[config.mk]
export PLATFORM = sky130hd
export DESIGN_NAME = cdc_fifo_rd_ctrl
export DESIGN_NICKNAME = d
export VERILOG_FILES = /design/src/rtl/cdc_fifo_pkg.sv /design/src/rtl/cdc_sync_bus.sv /design/src/rtl/cdc_fifo_rd_ctrl.sv
export SDC_FILE = /design/constraint.sdc
export NUM_CORES = 1
export LEC_CHECK = 0
export BUFFER_PORTS_ARGS = -buffer_cell sky130_fd_sc_hd__buf_4
export CAP_MARGIN = 20
export CORE_UTILIZATION = 30
export CTS_BUF_LIST = sky130_fd_sc_hd__clkbuf_8
export DETAILED_ROUTE_END_ITERATION = 10
export PLACE_DENSITY = 0.46
export SLEW_MARGIN = 20
export SYNTH_ARGS = -nofsm -noshare
export SYNTH_HDL_FRONTEND = slang
export SYNTH_SLANG_ARGS = --single-unit
[constraint.sdc]
create_clock -name clk_i -period 6.69 [get_ports clk_i]
set_input_delay 1.0035 -clock clk_i [delete_from_list [all_inputs] [get_ports clk_i]]
set_output_delay 1.0035 -clock clk_i [all_outputs]
set_load 0.01 [all_outputs]
[src/rtl/cdc_fifo_pkg.sv]
// rtl/cdc_fifo_pkg.sv - shared Gray-code helpers and limits for the dual-clock FIFO
package cdc_fifo_pkg;

    localparam int SYNC_STAGES_MIN = 2;
    localparam int SYNC_STAGES_MAX = 4;

    // Helpers work at this width; callers zero-extend in and truncate out with casts.
    localparam int GRAY_MAX_W = 32;

    function automatic logic [GRAY_MAX_W-1:0] bin2gray(input logic [GRAY_MAX_W-1:0] bin);
        return bin ^ (bin >> 1);
    endfunction

    function automatic logic [GRAY_MAX_W-1:0] gray2bin(input logic [GRAY_MAX_W-1:0] gray);
        logic [GRAY_MAX_W-1:0] bin;
        bin[GRAY_MAX_W-1] = gray[GRAY_MAX_W-1];
        for (int i = GRAY_MAX_W - 2; i >= 0; i--) begin
            bin[i] = bin[i+1] ^ gray[i];
        end
        return bin;
    endfunction

endpackage

[src/rtl/cdc_sync_bus.sv]
// rtl/cdc_sync_bus.sv - multi-stage flop synchronizer for a Gray-coded bus
module cdc_sync_bus #(
    parameter int WIDTH  = 5,
    parameter int STAGES = 2
) (
    input  logic             clk_i,
    input  logic             rst_i,
    input  logic [WIDTH-1:0] d_i,
    output logic [WIDTH-1:0] q_o
);

    // First stage may go metastable; the rest only resolve it. No logic between stages.
    logic [WIDTH-1:0] cdc_meta_q;
    logic [WIDTH-1:0] stage_q [STAGES-1];

    // Shift the incoming bus through the chain.
    always_ff @(posedge clk_i or posedge rst_i) begin
        if (rst_i) begin
            cdc_meta_q <= '0;
            for (int i = 0; i < STAGES - 1; i++) begin
                stage_q[i] <= '0;
            end
        end else begin
            cdc_meta_q <= d_i;
            stage_q[0] <= cdc_meta_q;
            for (int i = 1; i < STAGES - 1; i++) begin
                stage_q[i] <= stage_q[i-1];
            end
        end
    end

    assign q_o = stage_q[STAGES-2];

endmodule

[src/rtl/cdc_fifo_rd_ctrl.sv]
// rtl/cdc_fifo_rd_ctrl.sv - FIFO read-domain controller; optional level port under CDC_FIFO_RD_LEVEL_EN
module cdc_fifo_rd_ctrl
    import cdc_fifo_pkg::*;
#(
    parameter int DATA_W      = 64,
    parameter int DEPTH       = 16,
    parameter int SYNC_STAGES = 2,
    localparam int AW         = $clog2(DEPTH),
    localparam int PW         = AW + 1
) (
    input  logic              clk_i,
    input  logic              rst_i,
    input  logic [PW-1:0]     cdc_wptr_gray_i,
    output logic [PW-1:0]     rptr_gray_o,
    output logic              re_o,
    output logic [AW-1:0]     raddr_o,
    input  logic [DATA_W-1:0] core_rdata_i,
    output logic              rvalid_o,
    input  logic              rready_i,
    output logic [DATA_W-1:0] rdata_o,
`ifdef CDC_FIFO_RD_LEVEL_EN
    output logic [PW-1:0]     rlevel_o,
`endif
    output logic              empty_o
);

    localparam int SYNC_N = (SYNC_STAGES < SYNC_STAGES_MIN) ? SYNC_STAGES_MIN : SYNC_STAGES;

    logic [PW-1:0]     wptr_sync;
    logic [PW-1:0]     rptr_bin_q, rptr_gray_q, rptr_bin_inc;
    logic              infl_q;
    logic [1:0]        occ_q, occ_d;
    logic [DATA_W-1:0] head_q, head_d, tail_q, tail_d;
    logic              empty, pop, push, re;
    logic [2:0]        budget;

    cdc_sync_bus #(.WIDTH(PW), .STAGES(SYNC_N)) u_wptr_sync (
        .clk_i (clk_i),
        .rst_i (rst_i),
        .d_i   (cdc_wptr_gray_i),
        .q_o   (wptr_sync)
    );

    assign empty        = (rptr_gray_q == wptr_sync);
    assign pop          = (occ_q != 2'd0) & rready_i;
    assign push         = infl_q;
    assign rptr_bin_inc = rptr_bin_q + 1'b1;

    // Words the buffer will hold after this cycle; a new read may only go out if a slot remains.
    assign budget = {1'b0, occ_q} + {2'b00, infl_q} - {2'b00, pop};
    assign re     = !empty && (budget < 3'd2);

    // Read pointer (binary and Gray) and the in-flight flag for the core's read latency.
    always_ff @(posedge clk_i or posedge rst_i) begin
        if (rst_i) begin
            rptr_bin_q  <= '0;
            rptr_gray_q <= '0;
            infl_q      <= 1'b0;
        end else begin
            infl_q <= re;
            if (re) begin
                rptr_bin_q  <= rptr_bin_inc;
                rptr_gray_q <= PW'(bin2gray(GRAY_MAX_W'(rptr_bin_inc)));
            end
        end
    end

    // Two-entry output buffer next state: head feeds the stream, tail catches the overflow word.
    always_comb begin
        head_d = head_q;
        tail_d = tail_q;
        occ_d  = occ_q;
        case ({push, pop})
            2'b10: begin
                if (occ_q == 2'd0) head_d = core_rdata_i;
                else               tail_d = core_rdata_i;
                occ_d = occ_q + 2'd1;
            end
            2'b01: begin
                head_d = tail_q;
                occ_d  = occ_q - 2'd1;
            end
            2'b11: begin
                if (occ_q == 2'd1) begin
                    head_d = core_rdata_i;
                end else begin
                    head_d = tail_q;
                    tail_d = core_rdata_i;
                end
            end
            default: ;
        endcase
    end

    // Buffer state register.
    always_ff @(posedge clk_i or posedge rst_i) begin
        if (rst_i) begin
            head_q <= '0;
            tail_q <= '0;
            occ_q  <= 2'd0;
        end else begin
            head_q <= head_d;
            tail_q <= tail_d;
            occ_q  <= occ_d;
        end
    end

`ifdef CDC_FIFO_RD_LEVEL_EN
    logic [PW-1:0] rlevel_q;

    // Words still held in the core as seen from this domain; lags the true writer count.
    always_ff @(posedge clk_i or posedge rst_i) begin
        if (rst_i) rlevel_q <= '0;
        else       rlevel_q <= PW'(gray2bin(GRAY_MAX_W'(wptr_sync))) - rptr_bin_q;
    end

    assign rlevel_o = rlevel_q;
`endif

    assign rptr_gray_o = rptr_gray_q;
    assign re_o        = re;
    assign raddr_o     = rptr_bin_q[AW-1:0];
    assign rvalid_o    = (occ_q != 2'd0);
    assign rdata_o     = head_q;
    assign empty_o     = empty;

endmodule

After elaboration in Yosys (flattened, before gate mapping)
Index checks and enable logic that the tools add are counted.
{ "totals": {"output_inout_bits": 76, "reg_bits": 151, "word_cells": 40} }
{ "op_classes": {"bitwise_logic": 2, "n_mux": 7, "reduce_logical": 9, "magnitude_cmp": 1, "n_eq_ne": 8, "addsub": 5} }
{ "op_table": {"columns": ["cell", "n"], "rows": [
  ["two-way mux 64 bit", 4],
  ["case mux 64 bit (3 select lines)", 1],
  ["case mux 64 bit (2 select lines)", 1],
  ["inequality test 2 bit, second input constant", 3],
  ["nonzero test 2 bit", 3],
  ["adder 5 x 1 -> 5 bit, second input constant", 1],
  ["equality test 5 bit", 1],
  ["bitwise XOR 5 x 4 -> 5 bit", 1],
  ["equality test 2 x 1 -> 1 bit, second input constant", 2],
  ["equality test 2 bit, second input constant", 2],
  ["case mux 2 bit (2 select lines)", 1],
  ["adder 2 x 1 -> 3 bit", 1],
  ["less-than comparator 3 x 2 -> 1 bit, second input constant", 1],
  ["AND reduction 3 bit", 1],
  ["nonzero test 3 bit", 1],
  ["subtractor 3 x 1 -> 3 bit", 1],
  ["adder 2 x 1 -> 2 bit, second input constant", 1],
  ["logical NOT 2 bit", 1],
  ["AND reduction 2 bit", 1],
  ["subtractor 2 x 1 -> 2 bit, second input constant", 1],
  ["AND 1 bit", 1],
  ["logical AND 1 bit", 1],
  ["logical NOT 1 bit", 1]
]} }

Longest topological paths before layout
{ "depth": {"word_depth": 5, "mapped_depth": 13, "mapped_depth_nobuf": 12} }

Cells and area by module
A second synthesis with hierarchy kept.
{ "unflattened": {"hier_cells": 499, "hier_area_um2": 6323.6} }
{ "by_module_without_submodules": {"columns": ["mod", "cells_each", "seq_area_each_um2", "instances", "area_per_inst_um2"], "rows": [
  ["cdc_fifo_rd_ctrl", 488, 3503.4, 1, 6069.6],
  ["cdc_sync_bus", 11, 250.2, 1, 254.0]
]} }

Worst setup path after synthesis
OpenSTA, ideal clock, no wires.
{ "synth_timing": {"path_kind": "input to output", "startpoint": "in rready_i", "endpoint": "out re_o", "t_required_ps": 5687, "t_arrival_ps": 2436, "path_slack_ps": 3250, "path_stages": 8, "path_buffers": 1, "path_cell_list": "nand2_1 > nor2_1 > o21ai_0 > fa_1 > xnor2_1 > nand2_2 > o21ba_1 > buf_6"} }
{ "synth_via": {"elab_chain_cells": 4} }
{ "synth_rtl": {"columns": ["item", "line_no", "text"], "rows": [
  ["start: declaration", "cdc_fifo_rd_ctrl.sv:19", "input logic rready_i,"],
  ["AND 1 bit", "cdc_fifo_rd_ctrl.sv:45", "assign pop = (occ_q != 2'd0) & rready_i;"],
  ["subtractor 3 x 1 -> 3 bit", "cdc_fifo_rd_ctrl.sv:50", "assign budget = {1'b0, occ_q} + {2'b00, infl_q} - {2'b00, pop};"],
  ["less-than comparator 3 x 2 -> 1 bit", "cdc_fifo_rd_ctrl.sv:51", "assign re = !empty && (budget < 3'd2);"],
  ["logical AND 1 bit", "cdc_fifo_rd_ctrl.sv:51", null],
  ["end: declaration", "cdc_fifo_rd_ctrl.sv:15", "output logic re_o,"]
]} }
Every way passes these cells.

Worst setup path in the final report
{ "layout_timing": {"startpoint": "reg occ_q[1]", "endpoint": "out re_o"} }
{ "layout_via": {"elab_chain_cells": 5} }
{ "layout_rtl": {"columns": ["item", "line_no", "text"], "rows": [
  ["start: declaration", "cdc_fifo_rd_ctrl.sv:32", "logic [1:0] occ_q, occ_d;"],
  ["start signal: assignment", "cdc_fifo_rd_ctrl.sv:100", "occ_q <= 2'd0;"],
  ["start signal: assignment", "cdc_fifo_rd_ctrl.sv:104", "occ_q <= occ_d;"],
  ["parallel branches: the longest is 2 deep, another holds adder 2 x 1 -> 3 bit", null, null],
  ["subtractor 3 x 1 -> 3 bit (*)", "cdc_fifo_rd_ctrl.sv:50", null],
  ["less-than comparator 3 x 2 -> 1 bit (*)", "cdc_fifo_rd_ctrl.sv:51", null],
  ["logical AND 1 bit (*)", "cdc_fifo_rd_ctrl.sv:51", null]
]} }
Mark *: on every way between the ends.

==> out/qor.txt <==
initial antenna violation count - 0
WP data arrival - 3.41 ns
die width - 148 um
Slew Limit Fails - 0
Setup Skew - 0.0164 ns
CTS resizes - 0
Finished Layout Cells - 929
Initial Utilization - 30.5%
die area - 0.0219 mm^2
post-synthesis register bit count - 150
fillers - 2100
Async SR Flop Fraction - 100%
global-route wire length before repair - 22400 um
Final period util - 65.9%
R2R depth - 11
register area share after synthesis - 58.7%
VDD IR max - 193 uV
number of synthesized flops with an enable pin - 0
Clock transition at path regs - 0.09 ns
H-Tree Depth - 4
CTS buffer count - 17
TritonCTS Sinks - 150
DR pass1 iterations - 4
fin crit period - 4.41 ns
total negative slack - 0 ns
via-per-instance ratio - 4.50
relative slew slack - 33.2%
grt ovf - 0
highest clock rate - 0.227 GHz
Total Routing Usage GR - 13.2%
power per cell area - 495 mW/mm^2
Syn Inst Count - 501
placed cell area - 0.00765 mm^2
Min-Delay Path Class - flop to flop
critical path peak fanout - 10
commonest cells after routing, fill and taps aside - buf_4, dfrtp_1, nand2_1
post-CTS setup buffer count - 0
Critical Path Start Type - flop
PortBufs - 147
Max Cap Viol - 0
Skew-Pair Late Insertion Delay - 0.45 ns
measured slew at the worst slew-check pin - 1.00 ns
CTS tree - built
final instance area - 0.00809 mm^2
Mapped Area - 0.00640 mm^2
row count - 53
Top Ports - 148
number of global-route vias before repair - 4284
pre-CTS WS - 2.53 ns
hold path depth - 0
placed cell count - 897
ANT nets after route - 0
CP required - 5.69 ns
warnings from Yosys - 0
total wire length - 14000 um
1st-iter DRT viols - 91
Final nets - 717
core area - 0.0210 mm^2
largest net degree at the start of global routing - 90
Netlist cell types - 33
GP Congestion - 0.710
synthesized area per cell - 12.8 um^2
Worst R2R Setup Slack - 3.49 ns
Ant. Diodes - 0
Leak Pwr - 3.90 nW
RSZ-0062 raised after global routing - no
Finish-stage setup viols - 0
Die H - 148 um
cts hold-fix bufs - 0
clk root buf - clkbuf_8
hold violation total from the final report - 0
setup ws final - 2.28 ns
Longest Clk Path Bufs - 2
Post-route DRC - 0
Area Growth Syn to Fin - 26.5%
post-synth net total - 577
status - finished, final reports clean
vias - 4178
critical path type - flop to primary output
share of cells above drive strength 1 - 29.8%
DR WL/cell - 15.0 um
most common cell after layout, fill and taps aside - buf_4
hpwl dp - 9140 um
Worst Setup End Kind - primary output
Main synth FF type - dfrtp_1
worst max-delay path, cell delays in order (launching register included):
cell	delay (ns)
dfrtp_1	0.47
inv_1	0.09
ha_1	0.26
inv_2	0.09
nand2_1	0.10
nor2_1	0.26
o21ai_0	0.19
fa_1	0.42
xnor2_1	0.19
nand2_2	0.11
o21ba_1	0.55
buf_4	0.21
power breakdown:
group          leakage, nW  switching (mW)  internal, mW
clock                0.219           0.359         0.406
sequential            1.81           0.256          1.34
combinational         1.87           0.813         0.834
total                 3.90            1.43          2.58
Yosys cell counts (2+ instances only):
cell      count  area [um^2]
clkbuf_1      3         11.3
xor2_1        4         35.0
dfrtp_1     150         3750
buf_6        15          169
o21ai_1      64          320
a21oi_1       4         20.0
mux2_1       64          721
xnor2_1      12          105
ha_1          3         37.5
mux2_4        4         60.1
nor2_1        6         22.5
nand2_1      75          282
buf_4         3         22.5
inv_1         3         11.3
buf_2         9         45.0
o21ai_0       2         10.0
mux2i_1      64          641
final timing paths:
path | from | to
setup / recovery | occ_q[1]$_DFFE_PP0P_ | re_o
hold / removal | u_wptr_sync.cdc_meta_q[1]$_DFF_PP0_ | u_wptr_sync.q_o[1]$_DFF_PP0_
setup reg to reg | occ_q[1]$_DFFE_PP0P_ | rptr_gray_o[1]$_DFFE_PP0P_
hold reg to reg | u_wptr_sync.cdc_meta_q[1]$_DFF_PP0_ | u_wptr_sync.q_o[1]$_DFF_PP0_
max in group asynchronous | rst_i | tail_q[40]$_DFFE_PP0P_
min in group asynchronous | rst_i | tail_q[29]$_DFFE_PP0P_
through the flow:
step           hold WS (ns)  power [mW]  util, %
6_report              0.352        4.01     38.6
3_5_place_dp          0.343        3.30     36.5
4_1_cts               0.352        4.09     38.6
5_1_grt               0.363        4.31     38.6
2_1_floorplan         0.331        2.73        -
3_3_place_gp          0.337        3.24     36.5
routing by layer:
| layer | wire length (um) | GRT usage (%) | part of all wire, % | up-vias |
|---|---|---|---|---|
| li1 | - | - | - | 2003 |
| met4 | 229 | 6.03 | 1.6 | 0 |
| met2 | 6590 | 20.7 | 47 | 104 |
| met3 | 732 | 3.40 | 5.2 | 14 |
| met5 | 0 | 0 | 0 | - |
| met1 | 6420 | 17.1 | 46 | 2057 |
area by class of cell:
| type | instances | area, um^2 | area share [%] |
|---|---|---|---|
| multi-input cells | 317 | 2400 | 29.6 |
| inverters | 4 | 20.0 | 0.247 |
| repair buffers | 151 | 1130 | 14.0 |
| clock buffers | 20 | 275 | 3.40 |
| well taps | 275 | 344 | 4.25 |
| clock inverters | 12 | 168 | 2.07 |
| flip-flops and latches | 150 | 3750 | 46.4 |
state kept, by name, summed over array words and instances, names as in the netlist:
register / count
tail_q: 64
rptr_gray_o: 4
u_wptr_sync.q_o: 5
rdata_o: 64
rptr_bin_q: 5
infl_q: 1
u_wptr_sync.cdc_meta_q: 5
occ_q: 2
cells by family (layout without fill, tap and decap cells):
family | Yosys count | count (layout) | synth area share [%]
simple gates | 91 | 91 | 6.00
flops | 150 | 150 | 58.7
xor+xnor | 16 | 16 | 2.19
compound gates | 74 | 74 | 5.94
buf+inv | 34 | 187 | 4.11
mux | 132 | 132 | 22.2
fa+ha+maj | 4 | 4 | 0.899
Note: power is estimated with default switching activity, not from simulation.
